===== src/rtl/id_ex_latch.sv =====
// ---------------------------------------------------------------------------
// id_ex_latch
//   ID/EX pipeline register. Captures register-file read data, the immediate,
//   register specifiers and decoded control from ID each cycle. Inserts a
//   bubble on stall or flush, and freezes completely under debug halt.
//   Exposes a combinational debug readout and a saturating bubble counter.
//
// Ports
//   clk, reset              clock (rising edge), async active-high reset
//   halt                    debug freeze: all state held, stall/flush ignored
//   stall, flush            bubble requests (control cleared, valid dropped)
//   id_*                    ID-stage fields to be latched
//   wb_reg_addr/_write_data/_write_enable
//                           WB-stage register-file write port
//   ex_*                    latched EX-stage fields, ex_valid = real instruction
//   du_sel, du_data         debug field select and combinational readout
//
// Build option
//   ID_EX_WB_BYPASS_EN      when defined, a same-edge WB write to rs/rt is
//                           forwarded into ex_data_1/ex_data_2.
// ---------------------------------------------------------------------------
module id_ex_latch #(
   parameter int unsigned DATA_W = 32,
   parameter int unsigned REG_AW = 5,
   parameter int unsigned BCNT_W = 16
) (
   input  logic              clk,
   input  logic              reset,
   input  logic              halt,
   input  logic              stall,
   input  logic              flush,
   input  logic [DATA_W-1:0] id_pc4,
   input  logic [DATA_W-1:0] id_data_1,
   input  logic [DATA_W-1:0] id_data_2,
   input  logic [DATA_W-1:0] id_imm,
   input  logic [REG_AW-1:0] id_rs,
   input  logic [REG_AW-1:0] id_rt,
   input  logic [REG_AW-1:0] id_rd,
   input  logic [4:0]        id_shamt,
   input  logic [5:0]        id_funct,
   input  logic [9:0]        id_ctrl,
   input  logic [REG_AW-1:0] wb_reg_addr,
   input  logic [DATA_W-1:0] wb_write_data,
   input  logic              wb_write_enable,
   output logic [DATA_W-1:0] ex_pc4,
   output logic [DATA_W-1:0] ex_data_1,
   output logic [DATA_W-1:0] ex_data_2,
   output logic [DATA_W-1:0] ex_imm,
   output logic [REG_AW-1:0] ex_rs,
   output logic [REG_AW-1:0] ex_rt,
   output logic [REG_AW-1:0] ex_rd,
   output logic [4:0]        ex_shamt,
   output logic [5:0]        ex_funct,
   output logic [9:0]        ex_ctrl,
   output logic              ex_valid,
   input  logic [2:0]        du_sel,
   output logic [DATA_W-1:0] du_data
);

   logic [DATA_W-1:0] pc4_q, pc4_d;
   logic [DATA_W-1:0] data_1_q, data_1_d;
   logic [DATA_W-1:0] data_2_q, data_2_d;
   logic [DATA_W-1:0] imm_q, imm_d;
   logic [REG_AW-1:0] rs_q, rs_d;
   logic [REG_AW-1:0] rt_q, rt_d;
   logic [REG_AW-1:0] rd_q, rd_d;
   logic [4:0]        shamt_q, shamt_d;
   logic [5:0]        funct_q, funct_d;
   logic [9:0]        ctrl_q, ctrl_d;
   logic              valid_q, valid_d;
   logic [BCNT_W-1:0] bcnt_q, bcnt_d;

   logic              bubble;
   logic [DATA_W-1:0] src_1;
   logic [DATA_W-1:0] src_2;

   assign bubble = stall | flush;

`ifdef ID_EX_WB_BYPASS_EN
   // Register file writes on the same edge we sample its combinational read,
   // so a matching WB write would otherwise be missed.
   logic wb_hit_1;
   logic wb_hit_2;
   assign wb_hit_1 = wb_write_enable && (wb_reg_addr != '0) && (wb_reg_addr == id_rs);
   assign wb_hit_2 = wb_write_enable && (wb_reg_addr != '0) && (wb_reg_addr == id_rt);
   assign src_1    = wb_hit_1 ? wb_write_data : id_data_1;
   assign src_2    = wb_hit_2 ? wb_write_data : id_data_2;
`else
   logic unused_wb;
   assign unused_wb = ^{wb_reg_addr, wb_write_data, wb_write_enable};
   assign src_1     = id_data_1;
   assign src_2     = id_data_2;
`endif

   always_comb begin
      pc4_d    = pc4_q;
      data_1_d = data_1_q;
      data_2_d = data_2_q;
      imm_d    = imm_q;
      rs_d     = rs_q;
      rt_d     = rt_q;
      rd_d     = rd_q;
      shamt_d  = shamt_q;
      funct_d  = funct_q;
      ctrl_d   = ctrl_q;
      valid_d  = valid_q;
      bcnt_d   = bcnt_q;
      if (!halt) begin
         // Data and specifier fields load even on a bubble so they stay visible.
         pc4_d    = id_pc4;
         data_1_d = src_1;
         data_2_d = src_2;
         imm_d    = id_imm;
         rs_d     = id_rs;
         rt_d     = id_rt;
         rd_d     = id_rd;
         shamt_d  = id_shamt;
         funct_d  = id_funct;
         if (bubble) begin
            ctrl_d  = '0;
            valid_d = 1'b0;
            if (bcnt_q != {BCNT_W{1'b1}}) begin
               bcnt_d = bcnt_q + 1'b1;
            end
         end else begin
            ctrl_d  = id_ctrl;
            valid_d = 1'b1;
         end
      end
   end

   always_ff @(posedge clk or posedge reset) begin
      if (reset) begin
         pc4_q    <= '0;
         data_1_q <= '0;
         data_2_q <= '0;
         imm_q    <= '0;
         rs_q     <= '0;
         rt_q     <= '0;
         rd_q     <= '0;
         shamt_q  <= '0;
         funct_q  <= '0;
         ctrl_q   <= '0;
         valid_q  <= 1'b0;
         bcnt_q   <= '0;
      end else begin
         pc4_q    <= pc4_d;
         data_1_q <= data_1_d;
         data_2_q <= data_2_d;
         imm_q    <= imm_d;
         rs_q     <= rs_d;
         rt_q     <= rt_d;
         rd_q     <= rd_d;
         shamt_q  <= shamt_d;
         funct_q  <= funct_d;
         ctrl_q   <= ctrl_d;
         valid_q  <= valid_d;
         bcnt_q   <= bcnt_d;
      end
   end

   assign ex_pc4    = pc4_q;
   assign ex_data_1 = data_1_q;
   assign ex_data_2 = data_2_q;
   assign ex_imm    = imm_q;
   assign ex_rs     = rs_q;
   assign ex_rt     = rt_q;
   assign ex_rd     = rd_q;
   assign ex_shamt  = shamt_q;
   assign ex_funct  = funct_q;
   assign ex_ctrl   = ctrl_q;
   assign ex_valid  = valid_q;

   always_comb begin
      du_data = '0;
      case (du_sel)
         3'd0: du_data = pc4_q;
         3'd1: du_data = data_1_q;
         3'd2: du_data = data_2_q;
         3'd3: du_data = imm_q;
         3'd4: du_data = {rs_q, rt_q, rd_q, shamt_q, funct_q,
                          {(DATA_W - 3 * REG_AW - 11){1'b0}}};
         3'd5: du_data = {{(DATA_W - 11){1'b0}}, valid_q, ctrl_q};
         3'd6: du_data = {{(DATA_W - BCNT_W){1'b0}}, bcnt_q};
         default: du_data = '0;
      endcase
   end

endmodule


===== config.mk =====
export PLATFORM = sky130hd
export DESIGN_NAME = id_ex_latch
export DESIGN_NICKNAME = d
export VERILOG_FILES = /design/src/rtl/id_ex_latch.sv
export SDC_FILE = /design/constraint.sdc
export NUM_CORES = 1
export LEC_CHECK = 0
export ABC_AREA = 1
export CORE_AREA = 2 2 160 162
export DETAILED_ROUTE_END_ITERATION = 10
export DIE_AREA = 0 0 162 164
export GPL_ROUTABILITY_DRIVEN = 0
export PLACE_DENSITY_LB_ADDON = 0.15
export SETUP_SLACK_MARGIN = 0.05
export SYNTH_ARGS = -nofsm -noshare
export SYNTH_HDL_FRONTEND = slang
export SYNTH_SLANG_ARGS = --single-unit

===== constraint.sdc =====
create_clock -name clk -period 7.39 [get_ports clk]
set_clock_uncertainty 0.1 [all_clocks]
set_input_delay 2.217 -clock clk [delete_from_list [all_inputs] [get_ports clk]]
set_output_delay 2.217 -clock clk [all_outputs]
set_load 0.02 [all_outputs]

; ---- Word level (Yosys, flattened, before mapping)
; Cells that the tools add are included.
[totals]
regBits = 181
inputBits = 210
word_cells = 27
[classes]
add_sub_neg = 1
eq_ne = 7
mux = 3
bitwise = 2
n_reduce_logical = 2
[op_table]
columns = op, n
row1 = case mux 32 bit (7 select lines), 1
row2 = "adder 16 x 1 -> 16 bit, second input constant", 1
row3 = "!= test 16 bit, second input constant", 1
row4 = 2-to-1 mux 10 bit, 1
row5 = "equality test 3 bit, second input constant", 3
row6 = "equality test 3 x 2 -> 1 bit, second input constant", 2
row7 = "equality test 3 x 1 -> 1 bit, second input constant", 1
row8 = zero test 3 bit, 1
row9 = AND reduction 3 bit, 1
row10 = 2-to-1 mux 1 bit, 1
row11 = NOT 1 bit, 1
row12 = bitwise OR 1 bit, 1

; ---- Longest topological paths before layout
; Gate-level depths: netlist of the first run.
[depth]
word_depth = 2
depth_mapped = 9

; ---- Worst setup path after synthesis of the first run
; No wires, ideal clock.
[synth_timing]
path_type = input to output
start = input port du_sel[2]
end = output port du_data[16]
arrival_time_ps = 3189
path_slack_ps = 1884
stages = 5
n_path_buf = 2
path_cell_list = buf_2 -> inv_4 -> nand3_2 -> clkbuf_1 -> o21ai_0
[synth_via]
elab_chain_cells = 2
word_cells_on_any_way = 8
cone_classes = 6 x eq/ne / 1 x mux / 1 x reduce/logical
[synth_rtl]
columns = item, line_no
row1 = "start, declared", 56  ; input logic [2:0] du_sel,
row2 = equality test 3 bit (tied with other cells), 176  ; case (du_sel)
row3 = case mux 32 bit (7 select lines) (*), 176
row4 = "end, declared", 57  ; output logic [DATA_W-1:0] du_data
; Every way passes the cells marked *; elsewhere a longest branch is shown, timed or not.

; ---- Worst setup path in the final report of the first run
[layout_timing]
start = input port du_sel[1]
end = output port du_data[8]
; Same word-level chain as after synthesis.

==> results of run 1 <==
[worst max-delay path: cells and delay by family]
family	cells	cell delay, ps
compound gates	2	600
buf+inv	2	1240
simple gates	2	590
[placed cells by master, fill, tap and decap left out, types with 2 or more instances in the layout]
cell type        netlist  final
o22ai_1               21     21
clkbuf_1              18      2
nand2_1              454    454
bufinv_16              0      3
buf_4                  3     15
o21ai_0              127    127
o21ai_2                4      4
clkbuf_16              0     17
nor2_1                47     47
clkinv_1               2      2
nor2_2                 2      2
nand4_1               13     13
xor2_1                 3      3
clkinv_4               0      2
inv_1                121    119
nand3_1               42     42
nor3_1                 2      2
clkinvlp_4             0      2
inv_2                  2      2
dfrtp_1              181    181
clkdlybuf4s50_1        0    366
nor2_4                 3      3
inv_6                  0      6
a21oi_1               18     18
nand3_2                2      2
[metal layers]
metal	vias to the layer above	GRT usage [%]	wire length (um)
met5	-	0	0
met4	0	7.16	759
met3	41	6.57	2320
met2	326	40.9	15400
met1	3958	30.0	13400
li1	4139	-	-
[state kept, by name, indices dropped and copies added (netlist names), 6 cells and up]
register / flops
ex_data_1: 32
ex_funct: 6
ex_pc4: 32
ex_data_2: 32
ex_ctrl: 10
bcnt_q: 16
ex_imm: 32
[cells by family (layout without fill, tap and decap cells)]
| kind of cell | after synthesis | after routing | share of synthesized area (%) |
|---|---|---|---|
| simple gates | 568 | 568 | 26.7 |
| compound gates | 171 | 171 | 10.6 |
| other cells | 0 | 1 | 0 |
| fa+ha+maj | 1 | 1 | 0.147 |
| flops | 181 | 181 | 53.3 |
| buf+inv | 181 | 540 | 8.99 |
| xor+xnor | 3 | 3 | 0.309 |
[layout make-up]
cell class	instances	area (sq um)	area share (%)
Sequential cell	181	4530	34.7
Clock buffer	19	433	3.32
Clock inverter	12	166	1.28
Tap cell	330	413	3.17
Inverter	126	488	3.74
Multi-Input combinational cell	743	3210	24.6
Timing Repair Buffer	383	3800	29.1
Antenna cell	1	2.50	0.0192
[power by group through the flow]
stage | Sequential (mW) | Clock, mW | Combinational [mW]
2_1_floorplan | 1.26 | 0 | 0.223
3_3_place_gp | 1.17 | 0 | 0.693
3_5_place_dp | 1.18 | 0 | 0.696
4_1_cts | 1.16 | 0.974 | 0.699
5_1_grt | 1.17 | 1.02 | 0.749
6_report | 1.16 | 0.951 | 0.691
[worst min path at each step]
stage,startpoint,to,slack [ps]
floorplan,bcnt_q[4]$_DFFE_PP0P_,bcnt_q[4]$_DFFE_PP0P_,380
global placement,ex_pc4[9]$_DFFE_PP0N_,ex_pc4[9]$_DFFE_PP0N_,390
detailed placement,ex_data_1[14]$_DFFE_PP0N_,ex_data_1[14]$_DFFE_PP0N_,390
CTS,ex_pc4[11]$_DFFE_PP0N_,ex_pc4[11]$_DFFE_PP0N_,410
global route,ex_pc4[12]$_DFFE_PP0N_,ex_pc4[12]$_DFFE_PP0N_,430
finish,ex_data_2[15]$_DFFE_PP0N_,ex_data_2[15]$_DFFE_PP0N_,410
[per-stage QoR]
| stage | cell area (sq um) | instances |
|---|---|---|
| final | 13000 | 1795 |
| after global routing | 13000 | 1794 |
| after CTS | 13000 | 1794 |
| after detailed placement | 12400 | 1763 |
| after global placement | 12400 | 1763 |
| after floorplan | 8500 | 1105 |
==> results.toml, run 1 <==
[timing]
totalNegativeSetupSlack_ps = 0
holdWs_ps = 405
fin_ws_ps = 422
max_slew_margin_pct = 32.9
worst_pin_slew_ps = 1010
fmax_mhz = 144
setup_violations = 0
final_max_slew_viol_count = 0
min_period_ps = 6970
rsz0062_at_grt = "false"
hold_violations = 0
fin_crit_sh_pct = 94.3

[cts]
hold_buffers = 0
cts_resized = 0
cts_buffers = 17
clkTransAtPathRegs_ps = 70
cts.path.max_buffers = 2
htree_levels = 4
cts_root_buffer = "clkbuf_16"
clk-insertion-delay-late_ps = 420
cts.sinks = 181
cts_tree = "yes"
cts_setup_buffers = 0

[synthesis]
synth-edff-count = 0
syn_area_sq_um = 8500
synth_nets = 1316
synth_area_leaders = "dfrtp_1 (53%), nand2_1 (20%), o21ai_0 (7.5%), inv_1 (5.3%), nand3_1 (2.5%)"
yosys_register_bits = 181
syn_inst = 1105
syn_avg_cell_area_sq_um = 7.70
ys_types = 29
synth_seq_area_share_pct = 53.3
synthDominantCellAreaShare_pct = 53.3
synth_ff_type = "dfrtp_1"
ys_async_sr_fraction_pct = 100
synth_top_area_cell = "dfrtp_1"
yosys-top-cells-count = "nand2_1 (454), dfrtp_1 (181), o21ai_0 (127)"
yosysWarnings = 0
synth_most_common_cell = "nand2_1"

[die]
core_sq_um = 24800
die_h_um = 164
io_pins = 407
start_util_pct = 34.3
design.die.area_sq_um = 26600
die_x_um = 162
rows = 58

[worst_setup_path]
rr_worst_depth = 9
cp-end-kind = "primary output"
path_common_cell = "clkdlybuf4s50_1"
cp-endpoint = "du_data[8]"
slowest_delay_ps = 630
r2r-end = "bcnt_q[9]$_DFFE_PP0P_"
worstPathRequired_ps = 5070
reg2reg_from = "bcnt_q[0]$_DFFE_PP0P_"
cp_cell_sequence = "clkdlybuf4s50_1 > nand3_1 > o21ai_0 > a21oi_1 > nand2_1 > clkdlybuf4s50_1"
startpoint = "du_sel[1]"
critical_path.max_fanout = 13
setup.worst_path.start_class = "input pin"
critPathArrivalTime_ps = 4650
critPathSlowestCell = "clkdlybuf4s50_1"
r2r_setup_slack_ps = 5310
crit_type = "in -> out"

[layout]
filler_cell_count = 2445
drive_above_1_share_pct = 4.37
post-route-util_pct = 52.6
nets = 1663
syn_to_final_growth_pct = 53.4

[route]
wl_per_cell_um = 17.8
vias = 8464
viasPerCell = 4.72
drt_iter0_drc = 577
firstDrtPassIters = 5
postRouteAntennaNets = 0
wl_um = 31900
drc = 0

[pwr]
p_sw_share_pct = 30.8
intPower_mw = 1.94
combPwrFrac_pct = 24.7
power_density_nw_per_um2 = 215
p_switching_uw = 862
seq_power_share_pct = 41.4
p_clk_share_pct = 34.0
p_leak_nw = 6.04
power_mw = 2.80
peakVddDrop_v = 0.000114

[global_route]
grt_max_degree = 142
gr-total-overflow = 0
track_usage_pct = 24.1
grt_pass1_wl_um = 48700
grt_pass1_vias = 8464
antenna_found_initial = 1

[place]
port-buffer-count = 368
dpl_worst_slack_ps = 443
hpwlAfterDp_um = 23000

[status]
status = "finished, final reports clean"

[hold_path]
min_path_type = "reg -> reg"
hold_depth = 2

[run]
cap_violations = 0
Power figures use the tool's default switching activity.
==> run 2: changes to the inputs <==
--- a/config.mk
+++ b/config.mk
@@ -5,10 +5,9 @@
 export SDC_FILE = /design/constraint.sdc
 export NUM_CORES = 1
 export LEC_CHECK = 0
-export ABC_AREA = 1
-export CORE_AREA = 2 2 160 162
+export CORE_MARGIN = 10
+export CORE_UTILIZATION = 37
 export DETAILED_ROUTE_END_ITERATION = 10
-export DIE_AREA = 0 0 162 164
 export GPL_ROUTABILITY_DRIVEN = 0
 export PLACE_DENSITY_LB_ADDON = 0.15
 export SETUP_SLACK_MARGIN = 0.05
==> constraint.sdc (replaced) <==
create_clock -name clk -period 7.39 [get_ports clk]
set_clock_uncertainty 0.1 [all_clocks]
set_input_delay 2.217 -clock clk [delete_from_list [all_inputs] [get_ports clk]]
set_output_delay 2.217 -clock clk [all_outputs]
set_load 0.05 [all_outputs]
==> results.toml, run 2 <==
[die]
die_h_um = 170
rows = 54
design.die.area_sq_um = 28900
io_pins = 407
die_x_um = 170
core_sq_um = 22000
start_util_pct = 37.9

[worst_setup_path]
cp_cell_sequence = "buf_4 > mux4_2 > inv_1 > o22ai_1 > clkdlybuf4s50_1"
worst-path-buf-inv = 3
critPathArrivalTime_ps = 4110
worstPathRequired_ps = 5070
critical_path.max_fanout = 33
setup.worst_path.start_class = "input pin"
crit_type = "in -> out"
critPathSlowestCell = "clkdlybuf4s50_1"
critPathTopFamily = "buffers and inverters"
slowest_delay_ps = 720
cp-end-kind = "primary output"

[place]
hpwlAfterDp_um = 23000
port-buffer-count = 368

[pwr]
p_leak_nw = 5.40
peakVddDrop_v = 0.000170
power_density_nw_per_um2 = 244
power_mw = 3.19

[layout]
seqCellArea_sq_um = 4530
final_common_cell = "clkdlybuf4s50_1"
multi_input_area_sq_um = 3570
filler_cell_count = 1820
nets = 1186
syn_to_final_growth_pct = 57.5
final_cell_mix = "clkdlybuf4s50_1 (336), dfrtp_1 (181), mux2_2 (163)"
drive_above_1_share_pct = 26.1

[timing]
min_period_ps = 6430
totalNegativeSetupSlack_ps = 0
final_max_slew_viol_count = 0
fin_crit_sh_pct = 87.0
worst_pin_slew_ps = 1090
hold_violations = 0
setup_violations = 0
max_slew_margin_pct = 27.1
rsz0062_at_grt = "false"
fmax_mhz = 156

[synthesis]
synth-edff-count = 0
synth_top_area_cell = "dfrtp_1"
syn_avg_cell_area_sq_um = 13.4
synth_most_common_cell = "dfrtp_1"
yosysWarnings = 0
synth_nets = 830
synth_seq_area_share_pct = 54.5
synth_ff_type = "dfrtp_1"
synth_area_leaders = "dfrtp_1 (54%), mux2_2 (22%), mux2i_1 (4.5%), a22oi_1 (2.3%), mux4_2 (2.2%)"
ys_types = 45
yosys-top-cells-count = "dfrtp_1 (181), mux2_2 (163), mux2i_1 (37)"
syn_inst = 619
yosys_register_bits = 181
synthDominantCellAreaShare_pct = 54.5
syn_area_sq_um = 8310
ys_async_sr_fraction_pct = 100

[status]
status = "finished, final reports clean"

[cts]
hold_buffers = 0
clk-insertion-delay-late_ps = 430
clkTransAtPathRegs_ps = 70
cts_tree = "yes"
htree_levels = 4
cts_setup_buffers = 0
cts.path.max_buffers = 2
cts.sinks = 181
cts_resized = 0
cts_root_buffer = "clkbuf_16"
cts_buffers = 17

[hold_path]
min_path_type = "reg -> reg"

[global_route]
antenna_found_initial = 2
gr-total-overflow = 0
grt_max_degree = 109
grt_pass1_vias = 6997
grt_pass1_wl_um = 45300
track_usage_pct = 20.7

[route]
wl_per_cell_um = 24.0
drt_iter0_drc = 472
viasPerCell = 5.21
wl_um = 30400
vias = 6610
drc = 0
firstDrtPassIters = 5
postRouteAntennaNets = 0

[run]
cap_violations = 0
==> run 2: cell types whose count changed after synthesis, sizes merged, moves of 7 or more <==
cell / delta
a22oi: +26
inv: -119
mux2: +164
mux2i: +37
mux4: +8
nand2: -438
nand3: -36
nand4: -7
nor2: -22
o21ai: -130
o221ai: +16
o22ai: -15
==> run 2: layout make-up <==
| class | count | area share [%] |
|---|---|---|
| diodes | 1 | 0.0191 |
| well taps | 280 | 2.68 |
| repair buffers | 380 | 31.0 |
| clock buffers | 19 | 3.38 |
| multi-input cells | 390 | 27.2 |
| clock inverters | 12 | 0.918 |
| inverters | 5 | 0.182 |
| flip-flops and latches | 181 | 34.6 |
==> run 2: cell families (layout without fill, tap and decap cells) <==
| logic type | count (synthesis) | in the layout | synth area share, % |
|---|---|---|---|
| adders and majority gates | 1 | 1 | 0.151 |
| xor gates and xnor gates | 10 | 10 | 1.05 |
| DFF | 181 | 181 | 54.5 |
| and+or+nand+nor | 85 | 85 | 5.54 |
| other | 0 | 1 | 0 |
| muxes | 209 | 209 | 28.9 |
| buffers and inverters | 48 | 416 | 2.65 |
| AOI/OAI and AO/OA | 85 | 85 | 7.23 |
==> run 2: worst reg2reg max path, delay by kind of cell, from the launching register on <==
family,cells,cell delay [ps]
DFF,1,430
AOI/OAI and AO/OA,1,140
and+or+nand+nor,3,970
adders and majority gates,1,250
==> run 2: power by group <==
group	switching (mW)	internal [mW]	leakage (nW)
Clock	0.413	0.478	0.271
Combinational	0.640	0.452	2.98
Sequential	0.106	1.10	2.15
==> run 2: per-layer routing <==
metal  routed length, um  share of wire (%)  GRT usage (%)
met5                  13              0.043              0
met4                 431                1.4           4.92
met1               12100                 40           25.1
met2               14600                 48           33.9
met3                3240                 11           8.07
==> run 2: path summary, 6_finish.rpt <==
path	cells past startpoint	from	end	slack (ps)
min reg2reg	1	ex_data_1[15]$_DFFE_PP0N_	ex_data_1[15]$_DFFE_PP0N_	430
min in group asynchronous	2	reset	ex_rt[4]$_DFFE_PP0N_	2160
max reg2reg	5	bcnt_q[1]$_DFFE_PP0P_	bcnt_q[12]$_DFFE_PP0P_	5390
min	1	ex_data_1[15]$_DFFE_PP0N_	ex_data_1[15]$_DFFE_PP0N_	430
max in group asynchronous	3	reset	ex_ctrl[8]$_DFFE_PP0N_	3870
max	5	du_sel[2]	du_data[15]	960
==> run 2: per-stage QoR <==
step	hold WS, ps	setup slack (ps)	util [%]	instance area (sq um)	cells
2_1_floorplan	390	158	-	8310	619
3_3_place_gp	410	936	57.0	12500	1236
4_1_cts	437	921	59.6	13100	1267
6_report	433	963	59.6	13100	1268
5_1_grt	452	862	59.6	13100	1267
3_5_place_dp	420	933	57.0	12500	1236
==> run 3: changes to the inputs <==
--- a/config.mk
+++ b/config.mk
@@ -9,7 +9,7 @@
 export CORE_UTILIZATION = 37
 export DETAILED_ROUTE_END_ITERATION = 10
 export GPL_ROUTABILITY_DRIVEN = 0
-export PLACE_DENSITY_LB_ADDON = 0.15
+export PLACE_DENSITY_LB_ADDON = 0.25
 export SETUP_SLACK_MARGIN = 0.05
 export SYNTH_ARGS = -nofsm -noshare
 export SYNTH_HDL_FRONTEND = slang
==> results.toml, run 3 (synthesis results as in run 2) <==
[status]
status = "finished, final reports clean"

[worst_setup_path]
critPathArrivalTime_ps = 4080
worstPathRequired_ps = 5070
cp-end-kind = "primary output"
setup.worst_path.start_class = "input pin"
critical_path.max_fanout = 30
crit_type = "in -> out"

[route]
drc = 0
wl_um = 30000
drt_iter0_drc = 382
postRouteAntennaNets = 0
vias = 6596
viasPerCell = 5.20
wl_per_cell_um = 23.7
firstDrtPassIters = 5

[global_route]
met3_usage_pct = 7.01
grt_pass1_vias = 7130
grt_util_met2_pct = 34.5
track_usage_pct = 20.4
grt_pass1_wl_um = 45000
gr-total-overflow = 0
grt_max_degree = 99
antenna_found_initial = 2
grt_util_met1_pct = 24.5
busiest_layer = "met2"

[place]
dpl_cell_area_sq_um = 12500
port-buffer-count = 368
hpwlAfterDp_um = 22500

[timing]
holdWs_ps = 433
fmax_mhz = 156
fin_crit_sh_pct = 86.5
setup_violations = 0
final_max_slew_viol_count = 0
rsz0062_at_grt = "false"
worst_pin_slew_ps = 917
totalNegativeSetupSlack_ps = 0
max_slew_margin_pct = 38.9
min_period_ps = 6390
hold_violations = 0

[cts]
clk-insertion-delay-late_ps = 420
hold_buffers = 0
cts_tree = "yes"
cts_resized = 0
clkTransAtPathRegs_ps = 70
cts_buffers = 17
cts_setup_buffers = 0
cts.sinks = 181
htree_levels = 4
cts.path.max_buffers = 2
cts_root_buffer = "clkbuf_16"

[die]
die_h_um = 170
design.die.area_sq_um = 28900
start_util_pct = 37.9
core_sq_um = 22000
rows = 54
die_x_um = 170
io_pins = 407

[layout]
drive_above_1_share_pct = 26.1
final_common_cell = "clkdlybuf4s50_1"
nets = 1185
post-route-util_pct = 59.4
final_cell_mix = "clkdlybuf4s50_1 (336), dfrtp_1 (181), mux2_2 (163)"
syn_to_final_growth_pct = 56.9
fin_area_sq_um = 13000

[pwr]
p_leak_nw = 5.39
seq_power_share_pct = 38.0
intPower_mw = 2.00
p_sw_share_pct = 36.8
peakVddDrop_v = 0.000156
combPwrFrac_pct = 34.0
power_density_nw_per_um2 = 243
p_switching_mw = 1.17
power_mw = 3.17
p_clk_share_pct = 27.9

[run]
cap_violations = 0

[hold_path]
min_path_type = "reg -> reg"
[run 3: final cells by class]
cell class	count	area, sq um
flip-flops and latches	181	4530
clock inverters	12	113
inverters	5	23.8
repair buffers	379	4000
fillers	1833	8920
well taps	280	350
diodes	2	5.00
clock buffers	20	457
multi-input cells	390	3570
[run 3: path summary, 6_finish.rpt]
check	start	endpoint	slack, ps	cells after the start
setup reg to reg	bcnt_q[1]$_DFFE_PP0P_	bcnt_q[1]$_DFFE_PP0P_	5430	5
hold / removal	ex_imm[4]$_DFFE_PP0N_	ex_imm[4]$_DFFE_PP0N_	430	1
hold reg to reg	ex_imm[4]$_DFFE_PP0N_	ex_imm[4]$_DFFE_PP0N_	430	1
setup / recovery	du_sel[2]	du_data[15]	1000	5
min in group asynchronous	reset	ex_rt[0]$_DFFE_PP0N_	2190	2
max in group asynchronous	reset	ex_data_2[18]$_DFFE_PP0N_	3910	3
[run 3: stage by stage]
| stage | std cells | setup WS, ps |
|---|---|---|
| 2_1_floorplan | 619 | 158 |
| 3_3_place_gp | 1235 | 993 |
| 3_5_place_dp | 1235 | 996 |
| 4_1_cts | 1267 | 994 |
| 5_1_grt | 1268 | 853 |
| 6_report | 1269 | 998 |
[run 3: critical path: stages]
cell and delay [ps]:
buf_4 390, mux4_2 560, inv_1 70, o22ai_1 70, clkdlybuf4s50_1 740
[run 3: power by group through the flow]
stage	sequential, mW	combinational (mW)	clock (mW)
3_3_place_gp	1.22	1.08	0
6_report	1.21	1.08	0.886
4_1_cts	1.20	1.09	0.911
5_1_grt	1.22	1.13	0.950
2_1_floorplan	1.52	0.326	0
3_5_place_dp	1.22	1.09	0
[run 3: layer usage]
layer / vias to the layer above / wire length [um]
met3: 27 / 2490
met1: 3322 / 12200
met5: - / 0
li1: 2999 / -
met4: 0 / 436
met2: 248 / 14900
